### src/rtl/io_pkg.sv
// Shared register map and bit positions for the I/O responder.
package io_pkg;

   // Register offsets within the 8-byte I/O window (io_addr[2:0])
   localparam logic [2:0] REG_PORT_OUT   = 3'd0;
   localparam logic [2:0] REG_PORT_IN    = 3'd1;
   localparam logic [2:0] REG_EDGE_STAT  = 3'd2;
   localparam logic [2:0] REG_EDGE_MASK  = 3'd3;
   localparam logic [2:0] REG_TMR_RELOAD = 3'd4;
   localparam logic [2:0] REG_TMR_CTRL   = 3'd5;
   localparam logic [2:0] REG_TMR_COUNT  = 3'd6;
   localparam logic [2:0] REG_IRQ_STAT   = 3'd7;

   // TMR_CTRL bit positions
   localparam int CTRL_RUN  = 0;
   localparam int CTRL_AUTO = 1;
   localparam int CTRL_IEN  = 2;

   // IRQ_STAT bit positions
   localparam int IRQ_TIMER = 0;
   localparam int IRQ_EDGE  = 1;

endpackage

### src/rtl/io_timer.sv
// 8-bit down-counting timer with reload, auto-reload and sticky expire flag.
module io_timer
   import io_pkg::*;
(
   input  logic       clk,
   input  logic       rst,
   input  logic       wr_reload,
   input  logic       wr_ctrl,
   input  logic       clr_flag,
   input  logic [7:0] wdata,
   output logic [7:0] reload,
   output logic [7:0] count,
   output logic [7:0] ctrl,
   output logic       ien,
   output logic       flag
);

   logic run;
   logic auto_rl;
   logic expire;

   // A reload write owns the counter that cycle, so it also masks expiry.
   assign expire = run & (count == 8'h00) & ~wr_reload;

   // Readback image of TMR_CTRL; upper bits read as zero.
   always_comb begin
      ctrl            = 8'h00;
      ctrl[CTRL_RUN]  = run;
      ctrl[CTRL_AUTO] = auto_rl;
      ctrl[CTRL_IEN]  = ien;
   end

   // Reload register and counter: a write loads both, otherwise count down.
   always_ff @(posedge clk or negedge rst) begin
      if (!rst) begin
         reload <= 8'h00;
         count  <= 8'h00;
      end else if (wr_reload) begin
         reload <= wdata;
         count  <= wdata;
      end else if (run) begin
         if (count == 8'h00) count <= auto_rl ? reload : 8'h00;
         else                count <= count - 8'd1;
      end
   end

   // Control bits; one-shot mode drops run on expiry.
   always_ff @(posedge clk or negedge rst) begin
      if (!rst) begin
         run     <= 1'b0;
         auto_rl <= 1'b0;
         ien     <= 1'b0;
      end else if (wr_ctrl) begin
         run     <= wdata[CTRL_RUN];
         auto_rl <= wdata[CTRL_AUTO];
         ien     <= wdata[CTRL_IEN];
      end else if (expire && !auto_rl) begin
         run     <= 1'b0;
      end
   end

   // Expire flag: set has priority over a coincident W1C.
   always_ff @(posedge clk or negedge rst) begin
      if (!rst)          flag <= 1'b0;
      else if (expire)   flag <= 1'b1;
      else if (clr_flag) flag <= 1'b0;
   end

endmodule

### src/rtl/io_responder.sv
// Memory-less I/O peripheral: GPIO out/in, edge detect, timer, interrupt pulse.
module io_responder
   import io_pkg::*;
#(
   parameter logic [7:0] BASE_ADDR   = 8'hF0,
   parameter int         SYNC_STAGES = 2
) (
   input  logic       clk,
   input  logic       rst,
   input  logic       io_en,
   input  logic       io_wr,
   input  logic [7:0] io_addr,
   input  logic [7:0] io_wdata,
   output logic [7:0] io_rdata,
   output logic       int_req,
   input  logic [7:0] gpio_in,
   output logic [7:0] gpio_out
);

   logic                        sel;
   logic                        wr_act;
   logic                        wr_prev;
   logic                        wr_stb;
   logic [2:0]                  off;
   logic [SYNC_STAGES-1:0][7:0] sync_q;
   logic [7:0]                  port_in;
   logic [7:0]                  port_prev;
   logic [7:0]                  rise;
   logic [7:0]                  edge_stat;
   logic [7:0]                  edge_mask;
   logic [7:0]                  port_out;
   logic [7:0]                  tmr_reload;
   logic [7:0]                  tmr_count;
   logic [7:0]                  tmr_ctrl;
   logic                        tmr_ien;
   logic                        tmr_flag;
   logic                        edge_sum;
   logic                        pending;
   logic                        pend_prev;

   assign sel      = io_en & (io_addr[7:3] == BASE_ADDR[7:3]);
   assign off      = io_addr[2:0];
   assign wr_act   = sel & io_wr;
   // A held write strobe commits only on its first cycle.
   assign wr_stb   = wr_act & ~wr_prev;
   assign port_in  = sync_q[SYNC_STAGES-1];
   assign rise     = port_in & ~port_prev;
   assign edge_sum = |(edge_stat & edge_mask);
   assign pending  = (tmr_flag & tmr_ien) | edge_sum;
   assign gpio_out = port_out;

   // Write-strobe history for edge detection.
   always_ff @(posedge clk or negedge rst) begin
      if (!rst) wr_prev <= 1'b0;
      else      wr_prev <= wr_act;
   end

   // Multi-flop synchronizer for the asynchronous pins, plus edge history.
   always_ff @(posedge clk or negedge rst) begin
      if (!rst) begin
         sync_q    <= '0;
         port_prev <= 8'h00;
      end else begin
         sync_q    <= {sync_q[SYNC_STAGES-2:0], gpio_in};
         port_prev <= port_in;
      end
   end

   // Edge status (set wins over W1C), edge mask and output port.
   always_ff @(posedge clk or negedge rst) begin
      if (!rst) begin
         edge_stat <= 8'h00;
         edge_mask <= 8'h00;
         port_out  <= 8'h00;
      end else begin
         if (wr_stb && off == REG_EDGE_STAT) edge_stat <= (edge_stat & ~io_wdata) | rise;
         else                                edge_stat <= edge_stat | rise;
         if (wr_stb && off == REG_EDGE_MASK) edge_mask <= io_wdata;
         if (wr_stb && off == REG_PORT_OUT)  port_out  <= io_wdata;
      end
   end

   io_timer u_timer (
      .clk       (clk),
      .rst       (rst),
      .wr_reload (wr_stb && off == REG_TMR_RELOAD),
      .wr_ctrl   (wr_stb && off == REG_TMR_CTRL),
      .clr_flag  (wr_stb && off == REG_IRQ_STAT && io_wdata[IRQ_TIMER]),
      .wdata     (io_wdata),
      .reload    (tmr_reload),
      .count     (tmr_count),
      .ctrl      (tmr_ctrl),
      .ien       (tmr_ien),
      .flag      (tmr_flag)
   );

   // One-cycle interrupt pulse on each rising edge of the pending condition.
   always_ff @(posedge clk or negedge rst) begin
      if (!rst) begin
         pend_prev <= 1'b0;
         int_req   <= 1'b0;
      end else begin
         pend_prev <= pending;
         int_req   <= pending & ~pend_prev;
      end
   end

   // Combinational read mux; zero unless a selected read cycle.
   always_comb begin
      io_rdata = 8'h00;
      if (sel && !io_wr) begin
         case (off)
            REG_PORT_OUT:   io_rdata = port_out;
            REG_PORT_IN:    io_rdata = port_in;
            REG_EDGE_STAT:  io_rdata = edge_stat;
            REG_EDGE_MASK:  io_rdata = edge_mask;
            REG_TMR_RELOAD: io_rdata = tmr_reload;
            REG_TMR_CTRL:   io_rdata = tmr_ctrl;
            REG_TMR_COUNT:  io_rdata = tmr_count;
            REG_IRQ_STAT: begin
               io_rdata[IRQ_TIMER] = tmr_flag;
               io_rdata[IRQ_EDGE]  = edge_sum;
            end
            default:        io_rdata = 8'h00;
         endcase
      end
   end

endmodule

### config.mk
export PLATFORM = sky130hd
export DESIGN_NAME = io_responder
export DESIGN_NICKNAME = d
export VERILOG_FILES = /design/src/rtl/io_pkg.sv /design/src/rtl/io_timer.sv /design/src/rtl/io_responder.sv
export SDC_FILE = /design/constraint.sdc
export NUM_CORES = 1
export LEC_CHECK = 0
export BUFFER_PORTS_ARGS = -buffer_cell sky130_fd_sc_hd__buf_2
export CAP_MARGIN = 20
export CORE_ASPECT_RATIO = 0.75
export CORE_UTILIZATION = 50
export DETAILED_ROUTE_END_ITERATION = 7
export GPL_ROUTABILITY_DRIVEN = 1
export HOLD_SLACK_MARGIN = 0.02
export MAX_ROUTING_LAYER = met4
export PLACE_DENSITY = 0.71
export SLEW_MARGIN = 20
export SYNTH_ARGS = -nofsm -noshare
export SYNTH_HDL_FRONTEND = slang
export SYNTH_SLANG_ARGS = --single-unit
### constraint.sdc
create_clock -name clk -period 2.6 [get_ports clk]
set_input_delay 0 -clock clk [delete_from_list [all_inputs] [get_ports clk]]
set_output_delay 0 -clock clk [all_outputs]
set_load 0.005 [all_outputs]
# Word level (Yosys, flattened, before mapping)
# Cells that the tools add are included.
# Widths: inputs -> output; s select.
# word_totals
output_inout_bits	17
latch_bits	0
reg_bits	71
inputBits	28
romBits	0
ramBits	0
mem_count	0
wordCells	71
# classes
n_addsub	1
n_shift	0
bitwise_logic	18
muxes	12
order_cmp	0
n_eq_ne	8
n_reduce_logical	17
n_div	0
n_mul	0
# ops
operator	n
$mux 8	6
$pmux 6 s7	1
$and 8x8->8	3
$not 8->8	2
$or 8x8->8	2
$pmux 2 s8	1
$eq 3x3->1 const B	4
$logic_and 1x1->1	9
$logic_not 8->1	1
$reduce_or 8->1	1
$sub 8x1->8 const B	1
$and 1x1->1	7
$eq 3x2->1 const B	2
$reduce_bool 2->1	3
$eq 5x5->1 const B	1
$mux 1	4
$eq 3x1->1 const B	1
$logic_not 3->1	1
$not 1->1	3
$logic_not 1->1	2
$or 1x1->1	1

# Logic depth before layout (Yosys ltp)
# Gate-level depths: netlist (run 1).
# depth
word_depth	10
depth_mapped	7
depth_no_buf	6

# By module
# A second synthesis (run 1) with hierarchy kept.
# hier_totals
hier_cells	306
area_unflattened_um2	3529.6
# modules_own_cells
mod	n_inst	seq_area_each_um2	area_each_um2	cells_each
io_responder	1	1276.2	2366.0	193
io_timer	1	500.5	1163.6	113

# Least setup slack after synthesis (run 1)
# Ideal clock, no wire load.
# synth_path
path_type	reg-to-reg
from	register wr_prev
to	register edge_mask[0]
period_less_slack_ns	1.806
stages_incl_launch_ff	6
path_buffers	1
path_slack_ns	0.794
arrival_ns	1.681
setup_time_ns	0.125
t_required_ns	2.475
cell_sequence	dfrtp_1 > nand4b_2 > or2_1 > or4_1 > buf_4 > mux2_4
# synth_between
elab_chain_cells	3
# synth_rtl
element	line	source
start, declared	io_responder.sv:22	logic wr_prev;
start signal, assigned	io_responder.sv:55	else wr_prev <= wr_act;
$not 1->1	io_responder.sv:45	assign wr_stb = wr_act & ~wr_prev;
$and 1x1->1	io_responder.sv:45	
$logic_and 1x1->1	io_responder.sv:78	if (wr_stb && off == REG_EDGE_MASK) edge_mask <= io_wdata;
end signal, assigned	io_responder.sv:78	
end, declared	io_responder.sv:30	logic [7:0] edge_mask;
# No other way between the ends.
# A chain may end at the register's enable or synchronous reset.

# Worst setup path after layout (run 1)
# Same ends and word-level chain as after synthesis.

==> results of run 1 <==
==> report_power, final <==
group / internal, mW / switching (mW) / total, mW
Sequential: 1.17 / 0.0777 / 1.25
Clock: 0.394 / 0.408 / 0.802
Combinational: 0.178 / 0.187 / 0.364
==> path summary, 6_finish.rpt <==
path / depth (start not counted) / to / from
max in group asynchronous: 3 / edge_stat[1] / rst
max: 4 / edge_mask[0] / wr_prev
min: 3 / port_in[4] / rst
min in group clk: 5 / u_timer.count[3] / io_addr[4]
min reg2reg: 0 / port_in[0] / sync_q[0]
max reg2reg: 4 / edge_mask[0] / wr_prev
==> sequential cells by signal (all words and copies together) (netlist names) <==
| signal | count |
|---|---|
| u_timer.run | 1 |
| sync_q | 8 |
| u_timer.ien | 1 |
| u_timer.reload | 8 |
| edge_mask | 8 |
| u_timer.flag | 1 |
| int_req | 1 |
| pend_prev | 1 |
| edge_stat | 8 |
| gpio_out | 8 |
| u_timer.count | 8 |
| u_timer.auto_rl | 1 |
| port_in | 8 |
| port_prev | 8 |
| wr_prev | 1 |
==> synthesized netlist by cell type, drive strengths merged, types with 8 or more instances <==
cell | number | area [um2]
inv | 16 | 60.06
o21ai | 14 | 70.07
dfrtp | 71 | 1777
nor3 | 8 | 40.04
clkbuf | 8 | 30.03
mux2 | 25 | 311.6
buf | 8 | 51.30
a22o | 8 | 70.07
nand2 | 48 | 180.2
==> metrics by stage <==
stage / cells / total power, mW
after floorplan: 309 / 1.500
after global placement: 424 / 1.601
after detailed placement: 424 / 1.611
after CTS: 459 / 2.437
after global routing: 459 / 2.541
final: 459 / 2.417
==> what timing repair did <==
action,4_1_cts,5_1_grt
gates resized for setup,0,0
hold buffers,19,0
setup endpoints to repair,0,0
hold endpoints to repair,117,0
==> worst max-delay path, stage by stage, from the launching register on <==
cell and delay [ps]:
dfrtp_1 370, nand4b_2 230, or2_1 290, or4_1 690, mux2_4 400
==> area by class of cell <==
cell class	instances	area [um2]	share of cell area [%]
tap	81	101.3	2.482
timing repair buffer	69	467.9	11.46
clock inverter	5	32.53	0.7968
clock buffer	11	151.4	3.708
sequential	71	1777	43.52
inverter	16	60.06	1.471
multi-input combinational	206	1493	36.56
==> routing by layer <==
metal	wire [um]	GRT usage [%]	share of wire, %	vias up
met3	545	6.851	6.7	8
met2	3668	39.08	45	100
met4	87	6.046	1.1	0
li1	-	-	-	1242
met5	0	-	0	-
met1	3810	36.32	47	1317
==> logic make-up after synthesis <==
group                      synth area share (%)
and+or+nand+nor                           16.69
xor gates and xnor gates                 0.2568
AOI/OAI and AO/OA                         14.23
adders and majority gates                0.7336
buffers and inverters                     4.145
DFF                                       52.09
muxes                                     11.85
==> flow_metrics.py, run 1 <==
metrics = {
    "die": {
        "io_pins": 45,
        "die_w_um": 97.37,
        "die_y_um": 73.53,
        "fp.coreArea_um2": 6444,
        "die-area_um2": 7159,
        "start_util_pct": 52.93,
        "rows": 25,
    },
    "setup_path": {
        "crit_type": "reg2reg",
        "cp-end-kind": "register",
        "cp.arrival_ps": 2320,
        "worstSetupStartpointType": "register",
        "crit_fanout": 8,
        "crit_required_ps": 2830,
        "r2r_setup_slack_ps": 510,
    },
    "route": {
        "dr_total_vias": 2667,
        "routed_wl_um": 8111,
        "avgRoutedWirePerCell_um": 17.67,
        "viasPerCell": 5.810,
        "drtAntennaViolNets": 0,
        "first_pass_iters": 5,
        "drt_iter0_markers": 185,
        "drc_errors": 0,
    },
    "pwr": {
        "p_leak_nw": 1.950,
        "p_per_area_nw_per_um2": 592.0,
        "max-vdd-ir-drop_v": 0.0003050,
    },
    "cells_and_area": {
        "final_common_cell": "dfrtp_1",
        "final_nets": 403,
        "area_growth_pct": 19.70,
        "antenna_cells": 0,
        "drive_gt1_share_pct": 27.25,
        "utilization_pct": 63.36,
        "final_cell_mix": "71 x dfrtp_1, 48 x nand2_1, 44 x buf_2",
        "n_fill_cell": 514,
        "final_area_um2": 4083,
    },
    "logic_synthesis": {
        "ys_seq_area_share_pct": 52.09,
        "synth_cell_types": 62,
        "synth-seq-cells": 71,
        "syn_nets": 339,
        "yosys_warnings": 0,
        "async_flop_share_pct": 100.0,
        "synth.cell_area_um2": 3411,
        "synth_edf_count": 0,
        "syn_area_per_cell_um2": 11.04,
        "netlist_instances": 309,
        "synth_ff_type": "dfrtp_1",
    },
    "global_route": {
        "grt_pass1_wl_um": 13910,
        "grtUsageTotal_pct": 26.23,
        "overflow": 0,
        "grt_max_degree": 72,
        "grt_pass1_vias": 2770,
        "antenna_found_initial": 0,
    },
    "placed_design": {
        "placed_area_um2": 3709,
        "port-buffer-count": 44,
        "hpwl_um": 5571,
        "dpl_worst_slack_ps": 537.6,
        "gp_congestion": 0.8722,
    },
    "sta": {
        "holdWs_ps": 207.4,
        "fin_tns_setup_ps": 0,
        "hold_viol": 0,
        "setup_slack_ps": 514.7,
        "fmax_mhz": 479.6,
        "max-slew-margin-rel_pct": 61.74,
        "timing.clock.skew_ps": 5.332,
        "grt_setup_unrepaired": "no",
        "worst_pin_slew_ps": 573.3,
        "finalSetupViolCount": 0,
        "min_period_over_period_pct": 80.20,
        "slew_viol_final": 0,
        "min_period_ps": 2085,
    },
    "clock_network": {
        "cts.sinks": 71,
        "post_cts_buffers": 0,
        "htree_levels": 3,
        "cts_buffer_depth": 2,
        "clk_pin_slew_ps": 70,
        "ctsRootBufferMaster": "clkbuf_8",
        "clk_latency_ps": 350,
        "cts_tree": "yes",
        "cts_made_buffers": 9,
    },
    "flow_run": {
        "max_cap_viol_count": 0,
    },
    "outcome": {
        "status": "finished, final reports clean",
    },
    "min_path": {
        "hold_class": "in2async",
    },
}
Note: power is estimated with default switching activity, not from simulation.
==> run 2: changes to the inputs <==
clock period = 2 ns   (was 2.6 ns; I/O delays follow)
==> run 2 against run 1 <==
  * Flip-flop and latch count unchanged
  * Critical path depth increased by 3
  * First-iteration DRC count increased by 23%
  * Utilization increased by 2.1 points
  * Critical endpoint is now u_timer.count[7]
  * Hold slack got worse by 7.1 ps
  * Critical path type unchanged
  * Largest power group unchanged
  * Via count increased by 0.30%
  * Die area unchanged
  * Sequential share of layout area decreased by 1.4 points
  * Clock-buffer cell count decreased by 2
  * Clock power increased by 63%
==> flow_metrics.py, run 2 (synthesized netlist as in run 1, its figures left out) <==
metrics = {
    "sta": {
        "worst_pin_slew_ps": 609.3,
        "setup_slack_ps": 131.6,
        "timing.clock.skew_ps": 5.637,
        "fmax_mhz": 535.2,
        "max-slew-margin-rel_pct": 59.38,
        "holdWs_ps": 200.3,
        "hold_viol": 0,
        "min_period_ps": 1868,
        "grt_setup_unrepaired": "no",
        "finalSetupViolCount": 0,
        "fin_tns_setup_ps": 0,
        "min_period_over_period_pct": 93.42,
        "slew_viol_final": 0,
    },
    "setup_path": {
        "cp_slowest_cell": "or4_4",
        "cp-end-kind": "register",
        "worstSetupStartpointType": "register",
        "cpPeakStageDelay_ps": 470,
        "crit_required_ps": 2280,
        "cp.arrival_ps": 2150,
        "path_cells": "inv_1 > ha_1 > nor4b_4 > buf_4 > or4_4 > o2111a_1 > o21ai_1",
        "crit_fanout": 5,
        "crit_type": "reg2reg",
    },
    "pwr": {
        "p_int_mw": 2.496,
        "max-vdd-ir-drop_v": 0.0004689,
        "clkPwrFrac_pct": 38.2,
        "p_leak_nw": 2.029,
        "p_sw_mw": 0.9440,
        "p_per_area_nw_per_um2": 815.2,
        "power_mw": 3.440,
        "p_comb_share_pct": 15.2,
        "p_sw_share_pct": 27.44,
        "seqPwrFrac_pct": 46.6,
    },
    "global_route": {
        "grt_pass1_wl_um": 14040,
        "overflow": 0,
        "antenna_found_initial": 0,
        "grtUsageTotal_pct": 26.61,
        "grt_max_degree": 46,
        "grt_pass1_vias": 2734,
    },
    "clock_network": {
        "cts.sinks": 71,
        "cts_made_buffers": 9,
        "clk_latency_ps": 350,
        "cts_buffer_depth": 2,
        "htree_levels": 3,
        "cts_tree": "yes",
        "ctsRootBufferMaster": "clkbuf_8",
        "clk_pin_slew_ps": 80,
    },
    "min_path": {
        "hold_class": "in2async",
    },
    "cells_and_area": {
        "antenna_cells": 0,
        "drive_gt1_share_pct": 30.00,
        "final_cell_mix": "71 x dfrtp_1, 48 x nand2_1, 44 x buf_2",
        "final_nets": 415,
        "final_area_um2": 4220,
        "area_growth_pct": 23.73,
        "final_cells": 471,
        "utilization_pct": 65.50,
        "final_common_cell": "dfrtp_1",
    },
    "route": {
        "routed_wl_um": 8327,
        "first_pass_iters": 4,
        "viasPerCell": 5.679,
        "drc_errors": 0,
        "dr_total_vias": 2675,
        "drt_iter0_markers": 227,
        "avgRoutedWirePerCell_um": 17.68,
        "drtAntennaViolNets": 0,
    },
    "outcome": {
        "status": "finished, final reports clean",
    },
    "die": {
        "io_pins": 45,
        "fp.coreArea_um2": 6444,
        "rows": 25,
        "start_util_pct": 52.93,
        "die_w_um": 97.37,
        "die_y_um": 73.53,
        "die-area_um2": 7159,
    },
    "placed_design": {
        "placed_area_um2": 3784,
        "hpwl_um": 5832,
        "dp.cells": 434,
        "dpl_worst_slack_ps": 74.35,
        "gp_congestion": 0.8909,
        "port-buffer-count": 44,
    },
    "flow_run": {
        "max_cap_viol_count": 0,
    },
}
## run 2: changes by cell type in the layout (fill, tap and decap cells not counted), sizes merged
cell      before  now
clkinvlp       3    2
inv           16   19
clkinv         2    0
bufinv         0    2
clkbuf        11    9
buf           50   62
## run 2: path summary, 6_finish.rpt
path                                   from               end  slack (ps)  cells after the start
setup / recovery           u_timer.count[1]  u_timer.count[7]         130                      7
hold / removal                          rst         sync_q[5]         200                      2
setup reg to reg           u_timer.count[1]  u_timer.count[7]         130                      7
hold reg to reg                   sync_q[2]        port_in[2]         350                      0
max in group asynchronous               rst      edge_mask[0]        1160                      3
min in group clk                 io_addr[6]      u_timer.flag         230                      5
## run 2: area by class of cell
type,instances,area (um2)
timing repair buffer,81,558.0
sequential,71,1777
clock inverter,7,103.9
tap,81,101.3
fill,521,2223
clock buffer,9,123.9
multi-input combinational,206,1496
inverter,16,60.06
## run 2: what timing repair did
item                                    in CTS  in global routing
endpoints found under the hold margin       77                  0
resized for setup                            0                  2
hold buffers                                19                  0
setup buffers                                0                  2
endpoints found under the setup margin       0                  3
## run 2: power by group through the flow
stage                     logic [mW]  clock network (mW)  registers (mW)
after floorplan                0.345                   0            1.61
final                          0.523                1.31            1.60
after global routing           0.595                1.40            1.62
after global placement         0.485                   0            1.62
after CTS                      0.521                1.33            1.60
after detailed placement       0.491                   0            1.63
## run 2: metal layers
metal | global-route usage [%] | up-vias | share of wire, %
li1 | - | 1259 | -
met1 | 36.52 | 1334 | 48
met2 | 40.25 | 74 | 46
met3 | 5.804 | 8 | 5.1
met4 | 7.516 | 0 | 0.98
met5 | - | - | 0
## run 2: critical path: cells and delay by family (launching register included)
family	cells	cell delay [ps]
AND/OR/NAND/NOR	2	620
flip-flops	1	400
buffers and inverters	2	240
AO/OA/AOI/OAI	2	360
adder cells (fa/ha/maj)	1	200
